**src/rtl/mem_arbiter.sv**
```systemverilog
// Single-port SRAM controller shared by instruction fetch and the MEM stage.
// Fixed-priority arbiter (MEM over IF) feeding a small read/write sequencer.
// All SRAM strobes, read data and done pulses are registered; only the
// stall request is combinational so the pipeline freezes in the same cycle.
module mem_arbiter #(
    parameter int ADDR_W  = 18,
    parameter int DATA_W  = 16,
    parameter int RD_WAIT = 1,
    parameter int WR_WAIT = 1
) (
    input  logic              clk,
    input  logic              rst,
    input  logic              if_req_i,
    input  logic [ADDR_W-1:0] if_addr_i,
    output logic [DATA_W-1:0] if_rdata_o,
    output logic              if_done_o,
    input  logic              mem_rd_i,
    input  logic              mem_wr_i,
    input  logic [ADDR_W-1:0] mem_addr_i,
    input  logic [DATA_W-1:0] mem_wdata_i,
    output logic [DATA_W-1:0] mem_rdata_o,
    output logic              mem_done_o,
    output logic              stallreq_o,
    output logic [ADDR_W-1:0] sram_addr_o,
    output logic [DATA_W-1:0] sram_wdata_o,
    output logic              sram_data_oe_o,
    input  logic [DATA_W-1:0] sram_rdata_i,
    output logic              sram_oe_n_o,
    output logic              sram_we_n_o
);

    localparam int MAXW  = (RD_WAIT > WR_WAIT) ? RD_WAIT : WR_WAIT;
    localparam int CNT_W = (MAXW > 1) ? $clog2(MAXW) : 1;
    localparam logic [CNT_W-1:0] RD_LAST = CNT_W'(RD_WAIT - 1);
    localparam logic [CNT_W-1:0] WR_LAST = CNT_W'(WR_WAIT - 1);

    typedef enum logic [2:0] {
        IDLE,
        READ,
        WR_SETUP,
        WR_PULSE,
        WR_HOLD
    } state_t;

    state_t           state;
    logic             owner_mem;
    logic [CNT_W-1:0] wait_cnt;

    // A requester whose done pulse is high this cycle is still holding its
    // level request; masking it here prevents serving it a second time.
    logic mem_wr_ok;
    logic mem_rd_ok;
    logic if_ok;

    assign mem_wr_ok = mem_wr_i & ~mem_done_o;
    assign mem_rd_ok = mem_rd_i & ~mem_done_o;
    assign if_ok     = if_req_i & ~if_done_o;

    // Stall is raised the moment a MEM request appears and dropped in its done cycle.
    assign stallreq_o = (mem_rd_i | mem_wr_i) & ~mem_done_o;

    // Arbitration and SRAM sequencing FSM with registered strobes and results.
    always_ff @(posedge clk or negedge rst) begin
        if (!rst) begin
            state          <= IDLE;
            owner_mem      <= 1'b0;
            wait_cnt       <= '0;
            sram_addr_o    <= '0;
            sram_wdata_o   <= '0;
            sram_data_oe_o <= 1'b0;
            sram_oe_n_o    <= 1'b1;
            sram_we_n_o    <= 1'b1;
            if_rdata_o     <= '0;
            mem_rdata_o    <= '0;
            if_done_o      <= 1'b0;
            mem_done_o     <= 1'b0;
        end else begin
            if_done_o  <= 1'b0;
            mem_done_o <= 1'b0;
            case (state)
                IDLE: begin
                    wait_cnt <= '0;
                    if (mem_wr_ok) begin
                        owner_mem      <= 1'b1;
                        sram_addr_o    <= mem_addr_i;
                        sram_wdata_o   <= mem_wdata_i;
                        sram_data_oe_o <= 1'b1;
                        state          <= WR_SETUP;
                    end else if (mem_rd_ok) begin
                        owner_mem   <= 1'b1;
                        sram_addr_o <= mem_addr_i;
                        sram_oe_n_o <= 1'b0;
                        state       <= READ;
                    end else if (if_ok) begin
                        owner_mem   <= 1'b0;
                        sram_addr_o <= if_addr_i;
                        sram_oe_n_o <= 1'b0;
                        state       <= READ;
                    end
                end
                READ: begin
                    if (wait_cnt == RD_LAST) begin
                        wait_cnt    <= '0;
                        sram_oe_n_o <= 1'b1;
                        state       <= IDLE;
                        if (owner_mem) begin
                            mem_rdata_o <= sram_rdata_i;
                            mem_done_o  <= 1'b1;
                        end else begin
                            if_rdata_o <= sram_rdata_i;
                            if_done_o  <= 1'b1;
                        end
                    end else begin
                        wait_cnt <= wait_cnt + 1'b1;
                    end
                end
                WR_SETUP: begin
                    sram_we_n_o <= 1'b0;
                    state       <= WR_PULSE;
                end
                WR_PULSE: begin
                    if (wait_cnt == WR_LAST) begin
                        wait_cnt    <= '0;
                        sram_we_n_o <= 1'b1;
                        state       <= WR_HOLD;
                    end else begin
                        wait_cnt <= wait_cnt + 1'b1;
                    end
                end
                WR_HOLD: begin
                    sram_data_oe_o <= 1'b0;
                    mem_done_o     <= 1'b1;
                    state          <= IDLE;
                end
                default: begin
                    wait_cnt       <= '0;
                    sram_data_oe_o <= 1'b0;
                    sram_oe_n_o    <= 1'b1;
                    sram_we_n_o    <= 1'b1;
                    state          <= IDLE;
                end
            endcase
        end
    end

endmodule

```
**config.mk**
```make
export PLATFORM = sky130hd
export DESIGN_NAME = mem_arbiter
export DESIGN_NICKNAME = d
export VERILOG_FILES = /design/src/rtl/mem_arbiter.sv
export SDC_FILE = /design/constraint.sdc
export NUM_CORES = 1
export LEC_CHECK = 0
export BUFFER_PORTS_ARGS = -buffer_cell sky130_fd_sc_hd__buf_2
export CAP_MARGIN = 15
export CORE_ASPECT_RATIO = 0.8
export CORE_MARGIN = 1.5
export CORE_UTILIZATION = 43
export CTS_BUF_LIST = sky130_fd_sc_hd__clkbuf_8
export CTS_CLUSTER_SIZE = 14
export DETAILED_ROUTE_END_ITERATION = 10
export GPL_TIMING_DRIVEN = 0
export PLACE_DENSITY = 0.9
export RECOVER_POWER = 50
export SYNTH_ARGS = -nofsm -noshare
export SYNTH_HDL_FRONTEND = slang
export SYNTH_SLANG_ARGS = --single-unit
```
**constraint.sdc**
```tcl
create_clock -name clk -period 1.7 [get_ports clk]
set_input_delay 0.085 -clock clk [delete_from_list [all_inputs] [get_ports clk]]
set_output_delay 0.085 -clock clk [all_outputs]
set_load 0.02 [all_outputs]
```
==> flow_summary_export.csv <==
group,metric,value,unit
outcome,outcome,"completed",
worst_setup_path,crit_buf_inv,3,
yosys,netlist_area,3080,um2
global_routing,antenna_found_initial,0,
power_and_ir_drop,total_power,9.03,mW
detailed_routing,ant_nets,0,
floorplanning,core_area,6890,um2
clock_tree,clock_latency,0.34,ns
yosys,synth_cells,197,
worst_setup_path,path_class,"register to register",
sta,tightest_slew,0.992,ns
detailed_routing,viasPerCell,4.85,
placed_design,gp_congestion,0.729,
power_and_ir_drop,power_density,1990,nW/um2
worst_setup_path,worst_path_most_repeated_cell,"buf_6",
detailed_routing,wl_per_cell,15.6,um
worst_setup_path,crit_fanout,9,
finish,antenna_cells,0,
sta,fin_crit_sh,95.7,%
worst_setup_path,slowest_stage,"dfrtp_1",
sta,setup_viol,0,
sta,hold_viol,0,
global_routing,grt_max_degree,76,
floorplanning,io_pins,145,
yosys,yosysWarningCount,0,
placed_design,dpl_cell_area,3920,um2
clock_tree,clk_pin_slew,0.08,ns
placed_design,hpwlAfterDp,4860,um
power_and_ir_drop,p_leak,2.02,nW
finish,area_growth,47.1,%
power_and_ir_drop,comb_power_share,48.9,%
global_routing,grt_pass1_wl,12100,um
global_routing,grt_pass1_vias,2529,
finish,final_core_util,65.7,%
yosys,ys_seq_area_share,61.0,%
power_and_ir_drop,irDropWorstVdd,0.918,mV
yosys,ys_seq_elements,75,
yosys,synthTopCellsByArea,"dfrtp_1, mux2_2, dfstp_2, buf_2, a21oi_1",
finish,fillCellCount,542,
worst_hold_path,hold_class,"input pin to register",
detailed_routing,drc_errors,0,
detailed_routing,first_iter_violations,60,
clock_tree,clk_path_buf_depth,2,
worst_setup_path,cp-end-kind,"register",
power_and_ir_drop,p_sw_share,40.0,%
clock_tree,h-tree-depth,3,
floorplanning,die-area,7680,um2
placed_design,port_buffers,144,
sta,rsz0062_at_grt,"false",
sta,holdWs,0.0964,ns
yosys,ys_types,23,
yosys,synth_top_cell_area_share,59.3,%
sta,post-route-min-period,1.63,ns
yosys,syn_area_per_cell,15.6,um2
clock_tree,cts-root-buf,"clkbuf_8",
worst_setup_path,crit_arrival,1.85,ns
global_routing,overflow,0,
clock_tree,cts_sinks,75,
clock_tree,tritoncts,"yes",
sta,maxSlewViolCount,0,
worst_setup_path,start_kind,"register",
global_routing,grt.total_usage,20.1,%
worst_setup_path,worstPathCellList,"buf_6 -> nor3_4 -> a21boi_2 -> buf_6 -> clkbuf_16 -> mux2_2",
worst_setup_path,cp_slowest_stage_delay,0.38,ns
finish,fin_nets,471,
floorplanning,die_h,78.7,um
power_and_ir_drop,p_clk_share,15.4,%
job,cap_violations,0,
yosys,yosysTopAreaCell,"dfrtp_1",
power_and_ir_drop,switching_power,3.61,mW
worst_setup_path,cp_top_family,"buffers and inverters",
power_and_ir_drop,p_int,5.42,mW
clock_tree,cts_made_buffers,9,
finish,fin_area,4530,um2
sta,skew,0.00717,ns
finish,drive_gt1_share,51.4,%
yosys,syn-num-nets,270,
worst_setup_path,cp.required,1.92,ns
sta,relSlewSlack,33.9,%
sta,fmaxAchievable,0.614,GHz
floorplanning,start_util,44.7,%
power_and_ir_drop,pwr-share-seq,35.7,%
floorplanning,die_w,97.6,um
detailed_routing,drt_pre_antenna_iters,3,
floorplanning,rows,27,
detailed_routing,drt-total-wl,7670,um
detailed_routing,num_vias,2375,
-- flip-flops by register name (all words and copies together) (netlist names) --
name / flops
sram_addr_o: 18
if_rdata_o: 16
mem_rdata_o: 16
sram_wdata_o: 16
state: 3
if_done_o: 1
mem_done_o: 1
owner_mem: 1
sram_data_oe_o: 1
sram_oe_n_o: 1
sram_we_n_o: 1
-- worst reg2reg max path, cell delays in order (launching register included) --
cell and delay [ns]:
dfrtp_1 0.38, buf_6 0.15, nor3_4 0.18, a21boi_2 0.19, buf_6 0.15, clkbuf_16 0.15, mux2_2 0.32
-- final timing paths --
| kind | slack [ns] | cells past startpoint | startpoint | to |
|---|---|---|---|---|
| setup / recovery | 0.07 | 6 | state[1] | sram_addr_o[9] |
| hold reg to reg | 0.51 | 1 | sram_addr_o[16] | sram_addr_o[16] |
| hold / removal | 0.1 | 3 | if_addr_i[11] | sram_addr_o[11] |
| max in group asynchronous | 0.53 | 2 | rst | state[0] |
| setup reg to reg | 0.07 | 6 | state[1] | sram_addr_o[9] |
| min in group asynchronous | 0.47 | 2 | rst | sram_wdata_o[4] |
-- power groups by stage --
| stage | sequential, mW | clock [mW] | combinational, mW |
|---|---|---|---|
| global placement | 3.14 | 0 | 4.10 |
| detailed placement | 3.21 | 0 | 4.22 |
| global route | 3.34 | 1.53 | 4.72 |
| floorplan | 4.25 | 0 | 1.79 |
| finish | 3.22 | 1.39 | 4.42 |
| CTS | 3.19 | 1.45 | 4.48 |
-- area by class of cell --
type | instances | area (um2) | share of cell area, %
Clock inverter | 7 | 85.1 | 1.88
Tap cell | 87 | 109 | 2.40
Multi-Input combinational cell | 110 | 1150 | 25.3
Inverter | 3 | 11.3 | 0.249
Buffer | 9 | 93.8 | 2.07
Timing Repair Buffer | 190 | 1080 | 23.8
Sequential cell | 75 | 1880 | 41.5
Clock buffer | 9 | 124 | 2.73
-- layer usage --
metal  global-route usage (%)  vias up  part of all wire (%)
met3                     6.87       16                   7.0
met2                     36.6       98                    53
met1                     21.6     1157                    38
met5                        0        -                     0
li1                         -     1104                     -
met4                     8.29        0                   1.9
-- Yosys cell counts --
| cell type | count |
|---|---|
| nor3_2 | 1 |
| nor4_4 | 1 |
| nand2b_1 | 3 |
| nor3_1 | 1 |
| o21bai_1 | 1 |
| o21a_1 | 1 |
| mux2_2 | 85 |
| buf_6 | 1 |
| nand2_1 | 2 |
| nor4b_4 | 1 |
| inv_1 | 2 |
| dfrtp_1 | 73 |
| a21boi_0 | 1 |
| o21ai_0 | 3 |
| buf_4 | 2 |
| nor2b_1 | 1 |
| or2_2 | 1 |
| dfstp_2 | 2 |
| a21oi_1 | 5 |
| nand3b_1 | 1 |
| buf_2 | 6 |
| nor2_1 | 2 |
| inv_2 | 1 |
-- cell families after synthesis --
group,after synthesis,synth area share (%)
and+or+nand+nor,14,3.70
DFF,75,61.0
muxes,85,31.1
buffers and inverters,12,2.19
AOI/OAI and AO/OA,11,2.03
-- timing repair --
item / 4_1_cts / 5_1_grt
pin swaps: 3 / 1
resized for setup: 7 / 10
endpoints found under the hold margin: 121 / 0
buffers inserted: 7 / 5
endpoints found under the setup margin: 44 / 25
gates cloned: 0 / 1
hold buffers: 33 / 0
-- layout by cell type (no fill, tap or decap), types with 2 or more instances in the layout --
cell	count
dfrtp_1	71
dfstp_2	2
buf_4	15
inv_8	2
dlygate4sd3_1	33
inv_1	2
buf_6	5
a21oi_1	5
clkinvlp_4	2
clkbuf_8	9
mux2_2	85
dfrtp_2	2
nor2_1	2
clkbuf_1	71
buf_2	72
nand2b_1	3
o21ai_0	3
-- per-stage QoR --
stage / std cells / TNS, ns / worst slack, ns
after floorplan: 197 / 0 / 0.00408
after global placement: 428 / -5.88 / -0.228
after detailed placement: 428 / -7.25 / -0.254
after CTS: 484 / -0.00129 / -0.00129
after global routing: 490 / 0 / 0.00648
final: 490 / 0 / 0.0723
Power figures use the tool's default switching activity.
